===== src/rtl/branch_tag_manager.sv =====
// In-flight branch tag allocator: tags are kept in program order in a circular buffer.
// Resolved tags retire in order. A mispredict squashes all younger tags and blocks allocation for a while.
module branch_tag_manager #(
  parameter int NUM_TAGS        = 4,
  parameter int TAG_W           = $clog2(NUM_TAGS),
  parameter int RECOVERY_CYCLES = 2
) (
  input  logic                clk,
  input  logic                rst,
  input  logic                alloc_req,
  output logic                alloc_grant,
  output logic [TAG_W-1:0]    alloc_id,
  output logic                alloc_color,
  input  logic                resolve_valid,
  input  logic [TAG_W-1:0]    resolve_id,
  input  logic                resolve_color,
  input  logic                resolve_miss,
  output logic                full,
  output logic                recovering,
  output logic                flush_valid,
  output logic [TAG_W-1:0]    flush_id,
  output logic                flush_color,
  output logic [NUM_TAGS-1:0] active_mask,
  output logic [TAG_W:0]      count
);

  localparam int PTR_W = TAG_W + 1;
  localparam int CNT_W = $clog2(RECOVERY_CYCLES + 1);
  localparam logic [PTR_W-1:0] PTR_ONE = PTR_W'(1);
  localparam logic [CNT_W-1:0] CNT_ONE = CNT_W'(1);
  localparam logic [CNT_W-1:0] RELOAD  = CNT_W'(RECOVERY_CYCLES - 1);

  typedef enum logic {
    IDLE    = 1'b0,
    RECOVER = 1'b1
  } state_t;

  state_t state_reg, state_next;
  logic [CNT_W-1:0]    rec_cnt_reg, rec_cnt_next;
  logic [PTR_W-1:0]    head_reg, tail_reg;
  logic [NUM_TAGS-1:0] valid_reg, resolved_reg, color_reg;
  logic                flush_valid_reg, flush_color_reg;
  logic [TAG_W-1:0]    flush_id_reg;

  logic [TAG_W-1:0]    head_idx, tail_idx;
  logic [PTR_W-1:0]    miss_ptr, tail_dist;
  logic                resolve_match, mispredict, release_head;
  logic [NUM_TAGS-1:0] younger;

  assign head_idx = head_reg[TAG_W-1:0];
  assign tail_idx = tail_reg[TAG_W-1:0];

  // A resolve only counts if it names a live tag of the current generation.
  assign resolve_match = resolve_valid && valid_reg[resolve_id]
                         && (color_reg[resolve_id] == resolve_color);
  assign mispredict    = resolve_match && resolve_miss;
  assign release_head  = valid_reg[head_idx] && resolved_reg[head_idx];

  assign count       = tail_reg - head_reg;
  assign full        = (count == PTR_W'(NUM_TAGS));
  assign alloc_grant = alloc_req && !full && (state_reg == IDLE) && !mispredict;
  assign alloc_id    = tail_idx;
  assign alloc_color = tail_reg[TAG_W];

  assign miss_ptr  = {resolve_color, resolve_id};
  assign tail_dist = tail_reg - miss_ptr;

  genvar gi;
  generate
    for (gi = 0; gi < NUM_TAGS; gi++) begin : g_slot
      localparam logic [TAG_W-1:0] SLOT = TAG_W'(gi);
      logic [TAG_W-1:0] slot_dist;
      logic             alloc_hit, release_hit, resolve_hit;

      // Slot lies strictly after the mispredicted tag and before the old tail.
      assign slot_dist   = SLOT - resolve_id;
      assign younger[gi] = (slot_dist != '0) && ({1'b0, slot_dist} < tail_dist);
      assign alloc_hit   = alloc_grant && (tail_idx == SLOT);
      assign release_hit = release_head && (head_idx == SLOT);
      assign resolve_hit = resolve_match && (resolve_id == SLOT);

      always_ff @(posedge clk or posedge rst) begin
        if (rst) begin
          valid_reg[gi]    <= 1'b0;
          resolved_reg[gi] <= 1'b0;
          color_reg[gi]    <= 1'b0;
        end else begin
          if (alloc_hit) begin
            valid_reg[gi]    <= 1'b1;
            resolved_reg[gi] <= 1'b0;
            color_reg[gi]    <= tail_reg[TAG_W];
          end else begin
            if (release_hit || (mispredict && younger[gi]))
              valid_reg[gi] <= 1'b0;
            if (resolve_hit)
              resolved_reg[gi] <= 1'b1;
          end
        end
      end
    end
  endgenerate

  always_ff @(posedge clk or posedge rst) begin
    if (rst) begin
      head_reg <= '0;
      tail_reg <= '0;
    end else begin
      if (mispredict)
        tail_reg <= miss_ptr + PTR_ONE;
      else if (alloc_grant)
        tail_reg <= tail_reg + PTR_ONE;
      if (release_head)
        head_reg <= head_reg + PTR_ONE;
    end
  end

  always_ff @(posedge clk or posedge rst) begin
    if (rst) begin
      flush_valid_reg <= 1'b0;
      flush_id_reg    <= '0;
      flush_color_reg <= 1'b0;
    end else begin
      flush_valid_reg <= mispredict;
      if (mispredict) begin
        flush_id_reg    <= resolve_id;
        flush_color_reg <= resolve_color;
      end
    end
  end

  always_ff @(posedge clk or posedge rst) begin
    if (rst) begin
      state_reg   <= IDLE;
      rec_cnt_reg <= '0;
    end else begin
      state_reg   <= state_next;
      rec_cnt_reg <= rec_cnt_next;
    end
  end

  always_comb begin
    state_next   = state_reg;
    rec_cnt_next = rec_cnt_reg;
    case (state_reg)
      IDLE: begin
        if (mispredict) begin
          state_next   = RECOVER;
          rec_cnt_next = RELOAD;
        end
      end
      RECOVER: begin
        if (mispredict)
          rec_cnt_next = RELOAD;
        else if (rec_cnt_reg == '0)
          state_next = IDLE;
        else
          rec_cnt_next = rec_cnt_reg - CNT_ONE;
      end
      default: state_next = IDLE;
    endcase
  end

  assign recovering  = (state_reg == RECOVER);
  assign flush_valid = flush_valid_reg;
  assign flush_id    = flush_id_reg;
  assign flush_color = flush_color_reg;
  assign active_mask = valid_reg;

endmodule


===== config.mk =====
export PLATFORM = sky130hd
export DESIGN_NAME = branch_tag_manager
export DESIGN_NICKNAME = d
export VERILOG_FILES = /design/src/rtl/branch_tag_manager.sv
export SDC_FILE = /design/constraint.sdc
export NUM_CORES = 1
export LEC_CHECK = 0
export BUFFER_PORTS_ARGS = -buffer_cell sky130_fd_sc_hd__buf_4
export CORE_UTILIZATION = 50
export CTS_CLUSTER_SIZE = 20
export DETAILED_ROUTE_END_ITERATION = 10
export PLACE_DENSITY_LB_ADDON = 0.12
export SYNTH_ARGS = -nofsm -noshare
export SYNTH_HDL_FRONTEND = slang
export SYNTH_SLANG_ARGS = --single-unit

===== constraint.sdc =====
create_clock -name clk -period 3.4 [get_ports clk]
set_clock_uncertainty 0.15 [all_clocks]
set_input_delay 0.17 -clock clk [delete_from_list [all_inputs] [get_ports clk]]
set_output_delay 0.17 -clock clk [all_outputs]
set_load 0.02 [all_outputs]

# Yosys cells after proc, flatten, opt, wreduce, memory -nomap -nowiden

Cells that the tools add are included.

Logic and storage cells: 134
Bits in registers: 25
Input bits: 8

Add/subtract/negate cells: 10
Order comparisons: 6
Bitwise operators: 1
Multiplexer cells: 34
Equal/unequal tests: 13
Reduce and logical (&&, ||, !) cells: 51

Operators with widths:

| operator            | count |
|---|---|
| $logic_and 1x1->1   | 27 |
| $reduce_bool 2->1   | 13 |
| $mux 1              | 23 |
| $eq 2x2->1 const B  | 6 |
| $lt 2x3->1          | 4 |
| $add 3x1->3 const B | 3 |
| $bmux 1 s2          | 4 |
| $logic_not 2->1     | 4 |
| $eq 2x1->1 const B  | 3 |
| $lt 2x3->1 const B  | 2 |
| $mux 2              | 3 |
| $mux 3              | 2 |
| $sub 3x3->3         | 2 |
| $logic_or 1x1->1    | 4 |
| $pmux 2 s2          | 1 |
| $sub 1x2->2 const A | 2 |
| $sub 2x2->2 const A | 2 |
| $eq 3x3->1 const B  | 1 |
| $ne 3x3->1 const B  | 1 |
| $logic_not 1->1     | 2 |
| $ne 2x2->1 const B  | 1 |
| $pmux 1 s2          | 1 |
| $reduce_and 2->1    | 1 |
| $sub 2x1->2 const B | 1 |
| 2 further kinds     | 2 |

# Depth between registers and ports, before layout

Word-level depth: 9
Gate-level depth with buffers: 10
Gate-level depth less buffers: 9

# Worst setup path before layout

Ideal clock, no wire load.

Kind: register -> register
Start point: register tail_reg[0]
End point: register tail_reg[1]
Buffers on the path: 0
Cell stages (with the launch flop): 8
Setup time: 127 ps
Path slack: 707 ps
Arrival time: 2416 ps
Required time: 3123 ps
Path through: dfrtp_1 -> inv_1 -> ha_1 -> fa_1 -> xor3_1 -> a311o_1 -> o21ai_2 -> mux2_1

Longest elaborated chain between the ends: 7

RTL lines:

| what                           | line | source |
|---|---|---|
| from (decl)                    | 40   | `logic [PTR_W-1:0] head_reg, tail_reg;` |
| from (signal assigned)         | 109  | `tail_reg <= miss_ptr + PTR_ONE;` |
| from (signal assigned)         | 111  | `tail_reg <= tail_reg + PTR_ONE;` |
| $sub 3x3->3                    | 59   | `assign count = tail_reg - head_reg;` |
| net count[2]                   | 24   | `output logic [TAG_W:0] count` |
| $eq 3x3->1                     | 60   | `assign full = (count == PTR_W'(NUM_TAGS));` |
| $logic_not 1->1                | 61   | `assign alloc_grant = alloc_req && !full && (state_reg == IDLE) && !mispredict;` |
| $logic_and 1x1->1 (3 in a row) | 61   |  |
| $reduce_bool 2->1 (no line)    | --   |  |

The timed path passes the listed nets, and every way through them passes these cells. The select of a mux whose other input is x is not followed.
A chain may end at the register's enable or synchronous reset.

# Worst setup path in the final report

Start point: register tail_reg[0]
End point: output alloc_grant

Longest elaborated chain between the ends: 6

RTL lines:

| what                           | line | source |
|---|---|---|
| $sub 3x3->3                    | 59   |  |
| $eq 3x3->1                     | 60   |  |
| $logic_not 1->1                | 61   |  |
| $logic_and 1x1->1 (3 in a row) | 61   |  |
| to (decl)                      | 11   | `output logic alloc_grant,` |

Every way passes these cells.

==> metrics.md <==
| Metric | Value |
|---|---|
| Status | `finished clean` |
| Aggregate global routing overflow | `0` |
| Initial Util | `52.27%` |
| Fillers | `a little under 300` |
| Setup TNS Final | `0 ns` |
| Cell accounting for the most synthesized area | `dfrtp_1` |
| TritonRoute pass-1 iters | `4` |
| Largest net degree at the start of global routing | `26` |
| Normalized max-slew margin | `between 30% and 40%` |
| Main synth FF type | `dfrtp_1` |
| Internal power | `1.047 mW` |
| Number of remaining DRC errors | `0` |
| WL per Instance | `16.09 um` |
| CTS Buffer Depth | `2` |
| Leak | `approximately 0.95 nW` |
| Multi-input logic area | `around 1000 um2` |
| GPL Wtd Cong | `slightly below 0.9` |
| Final setup viols | `0` |
| Maxcap violations | `0` |
| Post-cts sizing count | `0` |
| # diodes | `0` |
| Clock Sinks | `25` |
| Logic pwr share | `~63%` |
| Cell area power density | `around 1000 mW/mm2` |
| Final period util | `about nine tenths` |
| Synth Warn # | `0` |
| Mapped Nets | `194` |
| Clk root buf | `clkbuf_4` |
| Req. time, crit path | `a little over 3 ns` |
| CTS Buf Count | `3` |
| Share of power burned in registers | `between 20% and 30%` |
| Die height | `61.06 um` |
| Initial antenna violation count | `0` |
| NetSw | `0.9638 mW` |
| RSZ-0062 raised after global routing | `false` |
| Top-area cell type share of the netlist area | `35.87%` |
| Max Transition Viols Final | `0` |
| Die width | `roughly 60 um` |
| Worst Max-Slew Pin Slew | `around 0.94 ns` |
| Vias in the first global route | `approximately 1,200` |
| Routed vias | `1,328` |
| Crit-path max FO | `9` |
| Clock transition at path regs | `roughly 0.13 ns` |
| Top cells by count, synth | `dfrtp_1, inv_1, ha_1` |
| Gr usage total | `around 22%` |
| Post-Synthesis Cells | `approximately 170` |
| Area of the core | `0.003337 mm2` |
| Peak supply drop | `approximately 0.00066 V` |
| Minimum clock period | `between 3 and 4 ns` |
| Asr flop ratio synth | `100.0%` |
| Most frequent cell after synthesis | `dfrtp_1` |
| Sequential cell area | `between 600 and 700 um2` |
| Final #Nets | `about 220` |
| Antenna-violating nets left | `0` |
| Peak Freq | `~330 MHz` |
| Avg Inst Size Synth | `approximately 11 um2` |
| Critical path type | `register to primary output` |
| Latest clock arrival within the worst-skew pair | `about 0.33 ns` |
| Layout cells sized above 1 | `between 20% and 30%` |
| IO Pins | `25` |
| Iter 0 DRT Violations | `between 40 and 50` |
| Drt total wl | `3782 um` |
| Input/output buffers | `24` |
| Hpwl dp | `between 2000 and 3000 um` |
| First-pass GRT wire length | `5913 um` |
| Worst setup EP type | `primary output` |
| H-Tree Depth | `1` |
| Min Hold Slack | `about 0.028 ns` |
| #FFs+latches synth | `25` |
| Rows | `21` |
| Hold WC Path Type | `input pin to register` |
| Top cells by area, synth | `dfrtp_1, ha_1, inv_1` |
| Vias per Instance | `roughly 5.7` |
| Power share of the clock group | `~6.7%` |
| Synth cell types | `43` |
| Post-CTS setup buffer count | `0` |
| Post-layout util | `a little under 60%` |
| Critical Path AT | `2.70 ns` |
| CP Launch Type | `register` |
| Die Area | `0.003728 mm2` |
| Switching Fraction | `between 40% and 50%` |
| Area Overhead vs Synth | `13.70%` |
| EDFF count, synth | `0` |
| Hold Fails Final Rpt | `0` |
| TritonCTS clock tree | `yes` |
| Post-Syn Area | `0.001744 mm2` |
| Sequential share of the synthesized area | `between 30% and 40%` |
## worst max-delay path: stages (launching register included)
cell and delay [ns]:
dfrtp_1 0.56, inv_1 0.15, ha_1 0.24, fa_1 0.40
xor3_1 0.30, a311o_1 0.46, nor2_1 0.12, buf_4 0.15
## placed cells by master, fill, tap and decap left out, types with 2 or more instances in the layout
cell type	count
clkbuf_4	3
fa_1	2
nand3_1	3
o21ai_1	6
mux4_2	3
xnor2_1	6
a21oi_1	7
mux2_2	4
a41oi_1	4
dlygate4sd3_1	2
ha_1	18
inv_1	19
a21o_1	6
a211oi_1	3
a2111oi_1	3
or4bb_1	2
nand2_1	5
xor2_1	3
mux2_1	2
dfrtp_1	25
a31oi_1	6
nor3_1	2
o21ai_0	9
nor2_1	4
o21ai_2	2
buf_4	24
## final timing paths
path / start / end / slack, ns / cells past startpoint
max: tail_reg[0]$_DFFE_PP0P_ / alloc_grant / 0.38 / 7
min in group asynchronous: rst / rec_cnt_reg[1]$_DFFE_PP0P_ / 0.45 / 3
min: resolve_valid / resolved_reg[3]$_DFFE_PP0P_ / 0.03 / 3
min reg2reg: flush_id[0]$_DFFE_PP0P_ / flush_id[0]$_DFFE_PP0P_ / 0.35 / 1
max reg2reg: color_reg[3]$_DFFE_PP0P_ / tail_reg[2]$_DFFE_PP0P_ / 0.50 / 9
max in group asynchronous: rst / head_reg[1]$_DFFE_PP0P_ / 2.07 / 3
## per-layer routing
metal / vias up / track usage, % / part of all wire, %
met3: 9 / 5.042 / 4.0
li1: 639 / - / -
met1: 646 / 29.11 / 45
met4: 0 / 6.169 / 1.9
met2: 34 / 36.49 / 49
met5: - / 0 / 0
## power by group through the flow
stage	sequential, mW	combinational [mW]	clock (mW)
final	0.601	1.28	0.134
after global routing	0.625	1.42	0.147
after CTS	0.602	1.28	0.137
after detailed placement	0.610	1.28	0
after global placement	0.601	1.23	0
after floorplan	0.631	0.849	0
## cell type report
type                            count  area share (%)
Clock buffer                        3           1.136
Sequential cell                    25           31.55
Timing Repair Buffer               26           10.09
Tap cell                           46           2.902
Multi-Input combinational cell    114           50.28
Inverter                           20           3.785
Clock inverter                      1          0.2524
## timing repair
item / 4_1_cts / 5_1_grt
setup endpoints to repair: 0 / 0
endpoints found under the hold margin: 26 / 0
hold buffers: 2 / 0
## cells by family after synthesis
kind of cell / count (synthesis) / share of synthesized area (%)
AOI/OAI and AO/OA: 48 / 18.51
xor gates and xnor gates: 11 / 6.815
adders and majority gates: 20 / 15.21
buffers and inverters: 27 / 6.958
DFF: 25 / 35.87
muxes: 9 / 7.747
and+or+nand+nor: 26 / 8.896
## stage by stage
stage / power [mW] / instance area [um2] / setup WS, ns / cells
global placement: 1.835 / 1936 / 0.6813 / 229
finish: 2.011 / 1983 / 0.3831 / 235
detailed placement: 1.887 / 1936 / 0.5229 / 229
CTS: 2.023 / 1983 / 0.3803 / 235
global route: 2.189 / 1983 / 0.2384 / 235
floorplan: 1.481 / 1744 / 0.7068 / 166
Note: power is estimated with default switching activity, not from simulation.
